<file path="config.mk">
export PLATFORM = sky130hd
export DESIGN_NAME = mem_access_unit_flat
export DESIGN_NICKNAME = d
export VERILOG_FILES = /design/src/rtl/mem_access_unit_if.sv /design/src/rtl/mem_access_unit.sv /design/src/flat_wrapper.sv
export SDC_FILE = /design/constraint.sdc
export NUM_CORES = 1
export LEC_CHECK = 0
export ABC_AREA = 0
export CORE_ASPECT_RATIO = 0.5
export CORE_MARGIN = 5
export CORE_UTILIZATION = 49
export CTS_CLUSTER_SIZE = 40
export DETAILED_ROUTE_END_ITERATION = 12
export PLACE_DENSITY_LB_ADDON = 0.12
export SETUP_SLACK_MARGIN = 0.05
export SLEW_MARGIN = 20
export SYNTH_ARGS = -nofsm -noshare
export SYNTH_HDL_FRONTEND = slang
export SYNTH_SLANG_ARGS = --single-unit
export TNS_END_PERCENT = 10
</file>
<file path="constraint.sdc">
create_clock -name clk -period 5.55 [get_ports clk]
set_clock_uncertainty 0.1 [all_clocks]
set_input_delay 1.11 -clock clk [delete_from_list [all_inputs] [get_ports clk]]
set_output_delay 1.11 -clock clk [all_outputs]
set_load 0.1 [all_outputs]
</file>
<file path="src/rtl/mem_access_unit_if.sv">
// Data-memory request/acknowledge bus between the MEM stage and data memory.
interface mem_access_unit_if;
    localparam int unsigned DW = 16;

    logic          dm_req;
    logic          dm_we;
    logic [DW-1:0] dm_addr;
    logic [DW-1:0] dm_wdata;
    logic [DW-1:0] dm_rdata;
    logic          dm_ack;

    modport master (output dm_req, dm_we, dm_addr, dm_wdata, input dm_rdata, dm_ack);
    modport slave  (input dm_req, dm_we, dm_addr, dm_wdata, output dm_rdata, dm_ack);
endinterface

</file>
<file path="src/rtl/mem_access_unit.sv">
// MEM-stage engine: runs loads/stores over the dm req/ack bus, stalls the
// front of the pipeline while an access is pending, and registers MEM/WB.
// Optional macro STORE_BUFFER_EN: one-entry posted store buffer.
module mem_access_unit #(
    parameter int unsigned TIMEOUT = 64,
    parameter int unsigned CNT_W   = 7
) (
    input  logic                clk,
    input  logic                rst,
    input  logic                in_valid,
    input  logic [15:0]         in_pc,
    input  logic [15:0]         in_alu_out,
    input  logic [15:0]         in_dw_data,
    input  logic [15:0]         in_immedia,
    input  logic [3:0]          in_rfw_addr,
    input  logic [1:0]          in_wb_sel,
    input  logic                in_dm_wen,
    input  logic                in_dm_ren,
    input  logic                in_rfwen,
    mem_access_unit_if.master   dm,
    output logic                stall,
    output logic                wb_valid,
    output logic [15:0]         wb_data,
    output logic [3:0]          wb_addr,
    output logic                wb_en,
    output logic                bus_err
);
    localparam int unsigned DW = 16;
    localparam int unsigned AW = 4;

    typedef enum logic {ST_IDLE, ST_WAIT} state_t;

    state_t         state_q;
    logic [CNT_W-1:0] cnt_q;
    logic           dm_req_q, dm_we_q;
    logic [DW-1:0]  dm_addr_q, dm_wdata_q;
    logic [DW-1:0]  op_pc_q, op_imm_q;
    logic [AW-1:0]  op_rfw_addr_q;
    logic [1:0]     op_sel_q;
    logic           op_rfwen_q;
    logic           wb_valid_q, wb_en_q, bus_err_q;
    logic [DW-1:0]  wb_data_q;
    logic [AW-1:0]  wb_addr_q;
    logic           mem_op_c, ack_c, tmo_c, sb_busy_c;
`ifdef STORE_BUFFER_EN
    logic           posted_q;
    assign sb_busy_c = posted_q;
`else
    assign sb_busy_c = 1'b0;
`endif

    assign mem_op_c = in_valid & (in_dm_wen | in_dm_ren);
    // An ack only counts while a request is outstanding.
    assign ack_c    = dm_req_q & dm.dm_ack;
    assign tmo_c    = dm_req_q & ~dm.dm_ack & (cnt_q == CNT_W'(TIMEOUT - 1));

    assign dm.dm_req   = dm_req_q;
    assign dm.dm_we    = dm_we_q;
    assign dm.dm_addr  = dm_addr_q;
    assign dm.dm_wdata = dm_wdata_q;
    assign wb_valid    = wb_valid_q;
    assign wb_data     = wb_data_q;
    assign wb_addr     = wb_addr_q;
    assign wb_en       = wb_en_q;
    assign bus_err     = bus_err_q;

    function automatic logic [DW-1:0] wb_mux(input logic [1:0] sel, input logic [DW-1:0] alu,
                                             input logic [DW-1:0] mem, input logic [DW-1:0] pc,
                                             input logic [DW-1:0] imm);
        case (sel)
            2'd0:    wb_mux = alu;
            2'd1:    wb_mux = mem;
            2'd2:    wb_mux = pc;
            default: wb_mux = imm;
        endcase
    endfunction

    // Freeze the front end while a memory op waits; also released on timeout so
    // the aborted instruction retires instead of being re-issued.
    always_comb begin
        stall = 1'b0;
        if (rst) begin
            if (state_q == ST_WAIT) begin
                stall = ~(ack_c | tmo_c);
            end else if (mem_op_c) begin
`ifdef STORE_BUFFER_EN
                stall = posted_q | ~in_dm_wen;
`else
                stall = 1'b1;
`endif
            end
        end
    end

    // FSM, memory bus registers and MEM/WB bundle.
    always_ff @(posedge clk or negedge rst) begin
        if (!rst) begin
            state_q       <= ST_IDLE;
            cnt_q         <= '0;
            dm_req_q      <= 1'b0;
            dm_we_q       <= 1'b0;
            dm_addr_q     <= '0;
            dm_wdata_q    <= '0;
            op_pc_q       <= '0;
            op_imm_q      <= '0;
            op_rfw_addr_q <= '0;
            op_sel_q      <= '0;
            op_rfwen_q    <= 1'b0;
            wb_valid_q    <= 1'b0;
            wb_en_q       <= 1'b0;
            wb_data_q     <= '0;
            wb_addr_q     <= '0;
            bus_err_q     <= 1'b0;
`ifdef STORE_BUFFER_EN
            posted_q      <= 1'b0;
`endif
        end else begin
            wb_valid_q <= 1'b0;
            wb_en_q    <= 1'b0;
            case (state_q)
                ST_IDLE: begin
`ifdef STORE_BUFFER_EN
                    // Posted store drains in the background.
                    if (posted_q) begin
                        cnt_q <= cnt_q + CNT_W'(1);
                        if (ack_c || tmo_c) begin
                            dm_req_q <= 1'b0;
                            dm_we_q  <= 1'b0;
                            posted_q <= 1'b0;
                            if (tmo_c) bus_err_q <= 1'b1;
                        end
                    end
`endif
                    if (in_valid && !mem_op_c) begin
                        wb_valid_q <= 1'b1;
                        wb_en_q    <= in_rfwen;
                        wb_addr_q  <= in_rfw_addr;
                        wb_data_q  <= wb_mux(in_wb_sel, in_alu_out, in_alu_out, in_pc, in_immedia);
                    end else if (mem_op_c && !sb_busy_c) begin
                        dm_req_q   <= 1'b1;
                        dm_we_q    <= in_dm_wen;
                        dm_addr_q  <= in_alu_out;
                        dm_wdata_q <= in_dw_data;
                        cnt_q      <= '0;
`ifdef STORE_BUFFER_EN
                        if (in_dm_wen) begin
                            posted_q   <= 1'b1;
                            wb_valid_q <= 1'b1;
                            wb_addr_q  <= in_rfw_addr;
                        end else begin
                            state_q <= ST_WAIT;
                        end
`else
                        state_q <= ST_WAIT;
`endif
                        op_pc_q       <= in_pc;
                        op_imm_q      <= in_immedia;
                        op_rfw_addr_q <= in_rfw_addr;
                        op_sel_q      <= in_wb_sel;
                        op_rfwen_q    <= in_rfwen;
                    end
                end
                ST_WAIT: begin
                    cnt_q <= cnt_q + CNT_W'(1);
                    if (ack_c) begin
                        state_q    <= ST_IDLE;
                        dm_req_q   <= 1'b0;
                        dm_we_q    <= 1'b0;
                        wb_valid_q <= 1'b1;
                        wb_en_q    <= op_rfwen_q & ~dm_we_q;
                        wb_addr_q  <= op_rfw_addr_q;
                        wb_data_q  <= wb_mux(op_sel_q, dm_addr_q, dm.dm_rdata, op_pc_q, op_imm_q);
                    end else if (tmo_c) begin
                        state_q    <= ST_IDLE;
                        dm_req_q   <= 1'b0;
                        dm_we_q    <= 1'b0;
                        wb_valid_q <= 1'b1;
                        wb_addr_q  <= op_rfw_addr_q;
                        bus_err_q  <= 1'b1;
                    end
                end
                default: state_q <= ST_IDLE;
            endcase
        end
    end
endmodule

</file>
<file path="src/flat_wrapper.sv">
// flat-port wrapper written by rule: the top's interface ports become plain ports
module mem_access_unit_flat 
#(
    parameter int unsigned TIMEOUT = 64,
    parameter int unsigned CNT_W   = 7
)
  (clk, rst, in_valid, in_pc, in_alu_out, in_dw_data, in_immedia, in_rfw_addr, in_wb_sel, in_dm_wen, in_dm_ren, in_rfwen, stall, wb_valid, wb_data, wb_addr, wb_en, bus_err, dm_dm_req, dm_dm_we, dm_dm_addr, dm_dm_wdata, dm_dm_rdata, dm_dm_ack);
  mem_access_unit_if dm_i ();
  input  logic clk;
  input  logic rst;
  input  logic in_valid;
  input  logic [15:0] in_pc;
  input  logic [15:0] in_alu_out;
  input  logic [15:0] in_dw_data;
  input  logic [15:0] in_immedia;
  input  logic [3:0] in_rfw_addr;
  input  logic [1:0] in_wb_sel;
  input  logic in_dm_wen;
  input  logic in_dm_ren;
  input  logic in_rfwen;
  output logic stall;
  output logic wb_valid;
  output logic [15:0] wb_data;
  output logic [3:0] wb_addr;
  output logic wb_en;
  output logic bus_err;
  output wire logic [$bits(dm_i.dm_req)-1:0] dm_dm_req;
  output wire logic [$bits(dm_i.dm_we)-1:0] dm_dm_we;
  output wire logic [$bits(dm_i.dm_addr)-1:0] dm_dm_addr;
  output wire logic [$bits(dm_i.dm_wdata)-1:0] dm_dm_wdata;
  input wire logic [$bits(dm_i.dm_rdata)-1:0] dm_dm_rdata;
  input wire logic [$bits(dm_i.dm_ack)-1:0] dm_dm_ack;
  assign dm_dm_req = dm_i.dm_req;
  assign dm_dm_we = dm_i.dm_we;
  assign dm_dm_addr = dm_i.dm_addr;
  assign dm_dm_wdata = dm_i.dm_wdata;
  assign dm_i.dm_rdata = dm_dm_rdata;
  assign dm_i.dm_ack = dm_dm_ack;
  mem_access_unit #(.TIMEOUT(TIMEOUT), .CNT_W(CNT_W)) u_core (.clk(clk), .rst(rst), .in_valid(in_valid), .in_pc(in_pc), .in_alu_out(in_alu_out), .in_dw_data(in_dw_data), .in_immedia(in_immedia), .in_rfw_addr(in_rfw_addr), .in_wb_sel(in_wb_sel), .in_dm_wen(in_dm_wen), .in_dm_ren(in_dm_ren), .in_rfwen(in_rfwen), .dm(dm_i), .stall(stall), .wb_valid(wb_valid), .wb_data(wb_data), .wb_addr(wb_addr), .wb_en(wb_en), .bus_err(bus_err));
endmodule
</file>
==> flow_summary.toml, run 1 <==
[synthesis]
synthesized_area_per_cell_um2 = 12.0
synth_warnings = 0
postSynthRegisterBits = 104
number_of_enable_type_register_cells_in_the_synthesized_netlist = 0
asyncSetResetFlopFracSynth_pct = 100
seq_area_frac_synth_pct = 52.2
synth_area_um2 = 4980
syn_inst = 416
dominantRegCellSynth = "sky130_fd_sc_hd__dfrtp_1"
synth.net_count = 510
netlist-cell-type-count = 38

[floorplanning]
start_util_pct = 49.6
floorplan.die.height_um = 81.3
io_pins = 151
floorplan.rows = 26
die_x_um = 153
design.core.area_um2 = 10100
die_area_um2 = 12400

[cells_and_area]
most-common-layout-cells = "sky130_fd_sc_hd__clkdlybuf4s50_1, sky130_fd_sc_hd__dfrtp_1, sky130_fd_sc_hd__nand2_1"
area_growth_syn_to_layout_pct = 36.7
drive_above_1_share_pct = 17.2
mostFrequentLayoutCell = "sky130_fd_sc_hd__clkdlybuf4s50_1"
antenna-diode-count = 0
fin_nets = 646

[run]
cap_violations = 0

[sta]
period_share_pct = 76.6
worstMarginPinSlew_ns = 1.04
fmaxAchievable_ghz = 0.235
timing.final.setup_violations = 0
timing.max_slew.rel_slack_pct = 30.4
final-hold-violation-count = 0
final_max_slew_viol_count = 0
timing.setup.tns_ns = 0
final_period_minus_worst_setup_slack_ns = 4.25
rsz_0062_raised_after_global_routing = "false"

[detailed_routing]
post_route_ant_nets = 0
routed_via_density = 5.27
vias = 3671
drc_errors_left = 0
wl_per_cell_um = 16.9
firstDrtPassIters = 4
routed_wl_um = 11800
dr.first_iter.drc_count = 216

[clock_tree]
cts-hold-fix-buffers = 0
clkTransAtPathRegs_ns = 0.07
cts-resized-gates = 0
cts_num_sinks = 104
tritoncts.num_buffers = 9
cts_root_buffer = "sky130_fd_sc_hd__clkbuf_16"
postCtsSetupBuffers = 0
cts_htree_levels = 3
cts.path.max_buffers = 2
tritoncts_clock_tree = "done"
worst_skew_pair.late_latency_ns = 0.34

[worst_setup_path]
startpoint_of_the_lowest_slack_register_to_register_path = "u_core.state_q$_DFF_PN0_"
worst_r2r_endpoint = "u_core.op_imm_q[9]$_DFFE_PN0P_"
setup.worst_path.end_class = "primary output"
worst_setup_path_start_kind = "primary input"
timing.reg2reg.setup_slack_ns = 2.88
cp_max_stage_delay_ns = 0.50
critPathSlowestCell = "sky130_fd_sc_hd__clkdlybuf4s50_1"
crit_end = "stall"
timing.critical_path.from = "in_dm_ren"
timing.reg2reg.worst_path_depth = 4
cp_data_arrival_time_ns = 3.04
timing.critical_path.required_ns = 4.34
worstSetupPathType = "in -> out"
timing.critical_path.mode_cell = "sky130_fd_sc_hd__buf_4"
worstPathCellList = "clkdlybuf4s50_1 -> o21ai_0 -> nor2_1 -> buf_4 -> a31o_2 -> and2_1 -> buf_4"
critical_path_peak_fanout = 22

[global_route]
number_of_global_route_vias_before_repair = 3604
pin_count_of_the_biggest_net_entering_global_routing = 78
global_route_wire_length_before_repair_um = 18800
grt_antenna_before_repair = 0
grtUsageTotal_pct = 19.3
grt_overflow = 0

[placement]
dpl.hpwl_um = 7790
port_buffers = 150
gp_congestion = 0.774

[min_path]
min-delay-path-class = "reg -> reg"

[outcome]
status = "complete, no violations"
synth_stat cells, types with 2 or more instances:
cell	instances	area share (%)
sky130_fd_sc_hd__buf_4	3	0.45
sky130_fd_sc_hd__mux4_1	7	3.7
sky130_fd_sc_hd__nor2_1	34	2.6
sky130_fd_sc_hd__mux2i_1	16	3.2
sky130_fd_sc_hd__a21oi_1	32	3.2
sky130_fd_sc_hd__a211oi_1	16	2.4
sky130_fd_sc_hd__o31ai_1	2	0.30
sky130_fd_sc_hd__nand4_1	4	0.50
sky130_fd_sc_hd__clkbuf_1	3	0.23
sky130_fd_sc_hd__o21ai_0	9	0.90
sky130_fd_sc_hd__mux2_4	4	1.2
sky130_fd_sc_hd__mux4_2	9	4.1
sky130_fd_sc_hd__dfrtp_1	104	52
sky130_fd_sc_hd__nand2_1	72	5.4
sky130_fd_sc_hd__mux2_2	53	12
sky130_fd_sc_hd__buf_2	13	1.3
sky130_fd_sc_hd__nand3_1	6	0.60
sky130_fd_sc_hd__buf_6	8	1.8
sky130_fd_sc_hd__inv_1	2	0.15
stage by stage:
| stage | instance area (µm²) | cells | util, % | hold WS, ns | setup slack, ns |
|---|---|---|---|---|---|
| after floorplan | 4980 | 416 | - | 0.339 | 2.02 |
| after global placement | 6480 | 681 | 64.4 | 0.352 | 1.36 |
| after detailed placement | 6480 | 681 | 64.4 | 0.360 | 1.36 |
| after CTS | 6820 | 697 | 67.8 | 0.376 | 1.35 |
| after global routing | 6820 | 697 | 67.8 | 0.397 | 1.25 |
| final | 6820 | 697 | 67.8 | 0.373 | 1.30 |
logic make-up after synthesis:
family	Yosys count	synth area share [%]
simple gates	123	10.5
flops	104	52.2
compound gates	65	7.83
fa+ha+maj	1	0.251
mux	90	24.4
buf+inv	32	4.67
xor+xnor	1	0.176
worst min path at each step:
| stage | end | depth (start not counted) | startpoint | slack [ns] |
|---|---|---|---|---|
| 2_1_floorplan | u_core.op_rfw_addr_q[0]$_DFFE_PN0P_ | 2 | u_core.op_rfw_addr_q[0]$_DFFE_PN0P_ | 0.34 |
| 3_3_place_gp | u_core.op_rfw_addr_q[2]$_DFFE_PN0P_ | 2 | u_core.op_rfw_addr_q[2]$_DFFE_PN0P_ | 0.35 |
| 3_5_place_dp | u_core.bus_err$_DFFE_PN0P_ | 1 | u_core.bus_err$_DFFE_PN0P_ | 0.36 |
| 4_1_cts | u_core.bus_err$_DFFE_PN0P_ | 1 | u_core.bus_err$_DFFE_PN0P_ | 0.38 |
| 5_1_grt | u_core.dm.dm_wdata[1]$_DFFE_PN0P_ | 2 | u_core.dm.dm_wdata[1]$_DFFE_PN0P_ | 0.40 |
| 6_report | u_core.bus_err$_DFFE_PN0P_ | 1 | u_core.bus_err$_DFFE_PN0P_ | 0.37 |
area by class of cell:
type	instances	area (µm²)
Timing Repair Buffer	155	1530
Multi-Input combinational cell	280	2160
Clock inverter	5	106
Inverter	2	7.51
Sequential cell	104	2600
Tap cell	140	175
Fill cell	771	3240
Clock buffer	11	233
metal layers:
| layer | wire length (µm) | track usage [%] | vias to the layer above |
|---|---|---|---|
| li1 | - | - | 1749 |
| met1 | 5350 | 25.9 | 1811 |
| met2 | 5640 | 31.5 | 107 |
| met3 | 710 | 5.64 | 4 |
| met4 | 61 | 4.44 | 0 |
| met5 | 0 | 0 | - |
state kept, by name, indices dropped and copies added (netlist names):
register	flops
u_core.op_sel_q	2
u_core.op_imm_q	16
u_core.dm.dm_we	1
u_core.wb_addr	4
u_core.wb_data	16
u_core.cnt_q	7
u_core.dm.dm_req	1
u_core.dm.dm_wdata	16
u_core.wb_valid	1
u_core.bus_err	1
u_core.op_pc_q	16
u_core.dm.dm_addr	16
u_core.wb_en	1
u_core.op_rfwen_q	1
u_core.op_rfw_addr_q	4
u_core.state_q	1
worst max-delay path: cells and delay by family:
family | cells | cell delay, ns
buf+inv | 3 | 0.97
simple gates | 2 | 0.23
compound gates | 2 | 0.72
Power of run 1 is left out: the tool's default activity adds up to more than one toggle a clock period on the data nets, which glitch-free logic cannot reach.
==> run 2: changes to the inputs <==
--- a/config.mk
+++ b/config.mk
@@ -8,7 +8,7 @@
 export ABC_AREA = 0
 export CORE_ASPECT_RATIO = 0.5
 export CORE_MARGIN = 5
-export CORE_UTILIZATION = 49
+export CORE_UTILIZATION = 43
 export CTS_CLUSTER_SIZE = 40
 export DETAILED_ROUTE_END_ITERATION = 12
 export PLACE_DENSITY_LB_ADDON = 0.12
==> constraint.sdc (replaced) <==
create_clock -name clk -period 3.7 [get_ports clk]
set_clock_uncertainty 0.1 [all_clocks]
set_input_delay 0.74 -clock clk [delete_from_list [all_inputs] [get_ports clk]]
set_output_delay 0.74 -clock clk [all_outputs]
set_load 0.1 [all_outputs]
==> run 2 against run 1 <==
  * Setup slack got worse by 0.85 ns
  * Worst hold slack improved by 0.00064 ns
  * First-iteration DRC count decreased by 25%
  * Utilization decreased by 6.5 points
  * Sequential cell count unchanged
  * Register-to-register slack got worse by 1.3 ns
  * Die area increased by 13%
==> flow_summary.toml, run 2 (same netlist as run 1, synthesis figures left out) <==
[detailed_routing]
routed_via_density = 5.15
routed_wl_um = 12000
wl_per_cell_um = 17.0
dr.first_iter.drc_count = 161
drc_errors_left = 0
vias = 3635
post_route_ant_nets = 0
firstDrtPassIters = 4

[sta]
timing.max_slew.rel_slack_pct = 33.0
period_share_pct = 87.9
final_max_slew_viol_count = 0
rsz_0062_raised_after_global_routing = "false"
timing.setup.tns_ns = 0
final-hold-violation-count = 0
final_period_minus_worst_setup_slack_ns = 3.25
fmaxAchievable_ghz = 0.308
final.hold.worst_slack_ns = 0.373
timing.final.setup_violations = 0
worstMarginPinSlew_ns = 1.00

[min_path]
min-delay-path-class = "reg -> reg"

[cells_and_area]
final_cell_area_um2 = 6840
antenna-diode-count = 0
mostFrequentLayoutCell = "sky130_fd_sc_hd__clkdlybuf4s50_1"
drive_above_1_share_pct = 18.0
fin_nets = 651
layout.cells.non_filler = 706
area_growth_syn_to_layout_pct = 37.1
most-common-layout-cells = "sky130_fd_sc_hd__clkdlybuf4s50_1, sky130_fd_sc_hd__dfrtp_1, sky130_fd_sc_hd__nand2_1"

[global_route]
grtUsageTotal_pct = 17.6
pin_count_of_the_biggest_net_entering_global_routing = 56
grt_overflow = 0
number_of_global_route_vias_before_repair = 3778
global_route_wire_length_before_repair_um = 19500
grt_antenna_before_repair = 0

[clock_tree]
clkTransAtPathRegs_ns = 0.07
tritoncts.num_buffers = 9
tritoncts_clock_tree = "done"
postCtsSetupBuffers = 0
cts_num_sinks = 104
cts_htree_levels = 3
cts-resized-gates = 0
cts.path.max_buffers = 2
cts-hold-fix-buffers = 0
cts_root_buffer = "sky130_fd_sc_hd__clkbuf_16"
worst_skew_pair.late_latency_ns = 0.34

[outcome]
status = "complete, no violations"

[worst_setup_path]
cpLargestDelayFamily = "compound AO/OA/AOI/OAI gates"
critical_path_peak_fanout = 4
setup.worst_path.end_class = "primary output"
cp_data_arrival_time_ns = 2.41
worst_setup_path_start_kind = "primary input"
worstPathCellList = "clkdlybuf4s50_1 -> o21ai_0 -> nor2_1 -> a31o_2 -> and2_1 -> buf_12"
timing.critical_path.required_ns = 2.86
combined_buffer_and_inverter_count_along_the_critical_path = 2
cp_max_stage_delay_ns = 0.49
critPathSlowestCell = "sky130_fd_sc_hd__clkdlybuf4s50_1"
worstSetupPathType = "in -> out"

[placement]
dpl.cell_count = 691
port_buffers = 150
placed_area_um2 = 6550
dpl.hpwl_um = 8580
gp_congestion = 0.770

[floorplanning]
die_x_um = 162
start_util_pct = 44.7
floorplan.die.height_um = 86.1
design.core.area_um2 = 11100
die_area_um2 = 14000
io_pins = 151
floorplan.rows = 27

[run]
cap_violations = 0
run 2: cell types whose count changed in the layout (fill, tap and decap cells not counted):
cell / change
sky130_fd_sc_hd__clkinv_4: -1
sky130_fd_sc_hd__bufinv_16: -2
sky130_fd_sc_hd__buf_12: +2
sky130_fd_sc_hd__buf_4: +3
sky130_fd_sc_hd__clkinvlp_4: +3
sky130_fd_sc_hd__clkbuf_1: -1
run 2: per-stage QoR:
stage               setup WS, ns  util, %
floorplan                  0.704        -
global placement           0.496     58.7
detailed placement         0.460     58.7
CTS                        0.447     61.3
global route               0.304     61.3
finish                     0.449     61.3
run 2: metal layers:
metal | vias to the layer above | track usage, % | part of all wire, %
met4 | 0 | 2.61 | 0.35
li1 | 1757 | - | -
met2 | 96 | 29.2 | 47
met5 | - | 0 | 0
met3 | 7 | 6.10 | 6.4
met1 | 1775 | 23.1 | 46
run 2: area by class of cell:
cell class / count / area, µm²
clock buffer: 10 / 229
clock inverter: 5 / 60.1
fill: 911 / 4310
inverter: 2 / 7.51
multi-input combinational: 280 / 2160
sequential: 104 / 2600
tap: 145 / 181
timing repair buffer: 160 / 1600
run 2: worst paths after layout:
path	cells past startpoint	slack, ns	from	endpoint
min in group asynchronous	2	0.46	rst	u_core.cnt_q[3]$_DFFE_PN0P_
max in group asynchronous	2	2.48	rst	u_core.op_pc_q[3]$_DFFE_PN0P_
max	6	0.45	in_dm_ren	stall
min reg2reg	2	0.37	u_core.op_rfw_addr_q[2]$_DFFE_PN0P_	u_core.op_rfw_addr_q[2]$_DFFE_PN0P_
min	2	0.37	u_core.op_rfw_addr_q[2]$_DFFE_PN0P_	u_core.op_rfw_addr_q[2]$_DFFE_PN0P_
max reg2reg	5	1.61	u_core.state_q$_DFF_PN0_	u_core.wb_data[6]$_DFFE_PN0P_
run 2: tightest hold or removal path, stage by stage, from the launching register on:
cell,delay [ns]
sky130_fd_sc_hd__dfrtp_1,0.34
sky130_fd_sc_hd__nand2_1,0.05
sky130_fd_sc_hd__nand2_1,0.05
Power of run 2 is left out for the same reason.
==> run 3: changes to the inputs <==
--- a/config.mk
+++ b/config.mk
@@ -8,10 +8,10 @@
 export ABC_AREA = 0
 export CORE_ASPECT_RATIO = 0.5
 export CORE_MARGIN = 5
-export CORE_UTILIZATION = 43
+export CORE_UTILIZATION = 35
 export CTS_CLUSTER_SIZE = 40
 export DETAILED_ROUTE_END_ITERATION = 12
-export PLACE_DENSITY_LB_ADDON = 0.12
+export PLACE_DENSITY = 0.72
 export SETUP_SLACK_MARGIN = 0.05
 export SLEW_MARGIN = 20
 export SYNTH_ARGS = -nofsm -noshare
==> run 3 against run 2 <==
  * Register-to-register slack worse by 0.07 ns
  * Wire length is 6.8% higher
  * Cell area is 1.4% higher
  * Highest routed layer unchanged
  * Critical endpoint unchanged
  * Count of clock-buffer cells in the layout is 2 higher
  * Sequential cell count stayed put
  * Cell count is 6.8% higher
  * Fmax is 2.2% higher
  * Setup slack better by 0.069 ns
  * Via count is 3.4% higher
  * First-iteration DRC count is 14% lower
  * Largest cell class unchanged
==> flow_summary.toml, run 3 (same netlist as run 1, synthesis figures left out) <==
[outcome]
status = "complete, no violations"

[clock_tree]
cts-resized-gates = 0
cts.path.max_buffers = 2
cts-hold-fix-buffers = 0
cts_num_sinks = 104
clkTransAtPathRegs_ns = 0.06
cts_htree_levels = 3
tritoncts.num_buffers = 9
cts_root_buffer = "sky130_fd_sc_hd__clkbuf_16"
postCtsSetupBuffers = 0
tritoncts_clock_tree = "done"
worst_skew_pair.late_latency_ns = 0.33

[cells_and_area]
fin_nets = 651
most-common-layout-cells = "sky130_fd_sc_hd__clkdlybuf4s50_1, sky130_fd_sc_hd__dfrtp_1, sky130_fd_sc_hd__nand2_1"
area_growth_syn_to_layout_pct = 39.0
mostFrequentLayoutCell = "sky130_fd_sc_hd__clkdlybuf4s50_1"
drive_above_1_share_pct = 18.5
fillCellCount = 1232
antenna-diode-count = 0

[worst_setup_path]
worstPathCellList = "clkdlybuf4s50_1 -> o21ai_0 -> nor2_1 -> a31o_2 -> and2_1 -> buf_12"
timing.reg2reg.setup_slack_ns = 1.54
timing.critical_path.required_ns = 2.86
timing.reg2reg.worst_path_depth = 5
critPathSlowestCell = "sky130_fd_sc_hd__clkdlybuf4s50_1"
timing.critical_path.from = "in_dm_ren"
worst_setup_path_start_kind = "primary input"
worstSetupPathType = "in -> out"
setup.worst_path.end_class = "primary output"
cp_data_arrival_time_ns = 2.34
startpoint_of_the_lowest_slack_register_to_register_path = "u_core.state_q$_DFF_PN0_"
worst_r2r_endpoint = "u_core.op_imm_q[0]$_DFFE_PN0P_"
cp_max_stage_delay_ns = 0.49
critical_path_peak_fanout = 4
crit_end = "stall"

[detailed_routing]
routed_wl_um = 12800
firstDrtPassIters = 5
routed_via_density = 4.99
wl_per_cell_um = 17.0
dr.first_iter.drc_count = 138
vias = 3760
post_route_ant_nets = 0
drc_errors_left = 0

[global_route]
global_route_wire_length_before_repair_um = 20100
grtUsageTotal_pct = 15.2
pin_count_of_the_biggest_net_entering_global_routing = 60
number_of_global_route_vias_before_repair = 3901
grt_overflow = 0
grt_antenna_before_repair = 0

[floorplanning]
floorplan.rows = 30
die_x_um = 179
start_util_pct = 36.3
die_area_um2 = 16900
design.core.area_um2 = 13700
io_pins = 151
floorplan.die.height_um = 94.4

[sta]
period_share_pct = 86.0
final-hold-violation-count = 0
timing.max_slew.rel_slack_pct = 32.3
timing.setup.tns_ns = 0
fmaxAchievable_ghz = 0.314
final_max_slew_viol_count = 0
worstMarginPinSlew_ns = 1.01
timing.final.setup_violations = 0
rsz_0062_raised_after_global_routing = "false"
final_period_minus_worst_setup_slack_ns = 3.18

[min_path]
min-delay-path-class = "reg -> reg"

[placement]
gp_congestion = 0.804
port_buffers = 150
dpl.hpwl_um = 9130

[run]
cap_violations = 0
[run 3: changes by cell type in the layout (fill, tap and decap cells not counted), sizes merged]
cell and change:
clkinvlp -4, buf +2, clkbuf +2, clkdlybuf4s50 -2
bufinv +1, clkinv +1, inv +1
[run 3: stage by stage]
stage / setup WS, ns / cells / cell area [µm²] / hold slack (ns) / utilization (%)
2_1_floorplan: 0.704 / 416 / 4980 / 0.339 / -
3_3_place_gp: 0.544 / 738 / 6600 / 0.352 / 48.0
3_5_place_dp: 0.518 / 738 / 6600 / 0.357 / 48.0
4_1_cts: 0.513 / 754 / 6930 / 0.374 / 50.4
5_1_grt: 0.351 / 754 / 6930 / 0.396 / 50.4
6_report: 0.517 / 754 / 6930 / 0.373 / 50.4
[run 3: worst min path at each step]
stage                                         from                                  end  slack, ns  cells past startpoint
3_5_place_dp   u_core.op_rfw_addr_q[3]$_DFFE_PN0P_  u_core.op_rfw_addr_q[3]$_DFFE_PN0P_       0.36                      2
6_report       u_core.op_rfw_addr_q[0]$_DFFE_PN0P_  u_core.op_rfw_addr_q[0]$_DFFE_PN0P_       0.37                      2
3_3_place_gp   u_core.op_rfw_addr_q[0]$_DFFE_PN0P_  u_core.op_rfw_addr_q[0]$_DFFE_PN0P_       0.35                      2
2_1_floorplan                                  rst           u_core.bus_err$_DFFE_PN0P_       0.34                      0
4_1_cts        u_core.op_rfw_addr_q[3]$_DFFE_PN0P_  u_core.op_rfw_addr_q[3]$_DFFE_PN0P_       0.37                      2
5_1_grt        u_core.op_rfw_addr_q[1]$_DFFE_PN0P_  u_core.op_rfw_addr_q[1]$_DFFE_PN0P_       0.40                      2
[run 3: metal layers]
layer | up-vias | track usage, % | part of all wire (%)
li1 | 1760 | - | -
met1 | 1873 | 18.7 | 42
met2 | 113 | 27.3 | 52
met3 | 14 | 3.40 | 4.5
met4 | 0 | 3.83 | 1.1
met5 | - | 0 | 0
[run 3: critical path: cells and delay by family]
kind	cells	cell delay, ns
AO/OA/AOI/OAI	2	0.66
buffers and inverters	2	0.66
AND/OR/NAND/NOR	2	0.29
[run 3: cell type report]
cell class,instances,area [µm²],area share (%)
tap,192,240,3.47
multi-input combinational,280,2160,31.1
clock buffer,12,256,3.70
clock inverter,4,73.8,1.07
timing repair buffer,160,1590,23.0
sequential,104,2600,37.6
inverter,2,7.51,0.108
Power of run 3 is left out for the same reason.
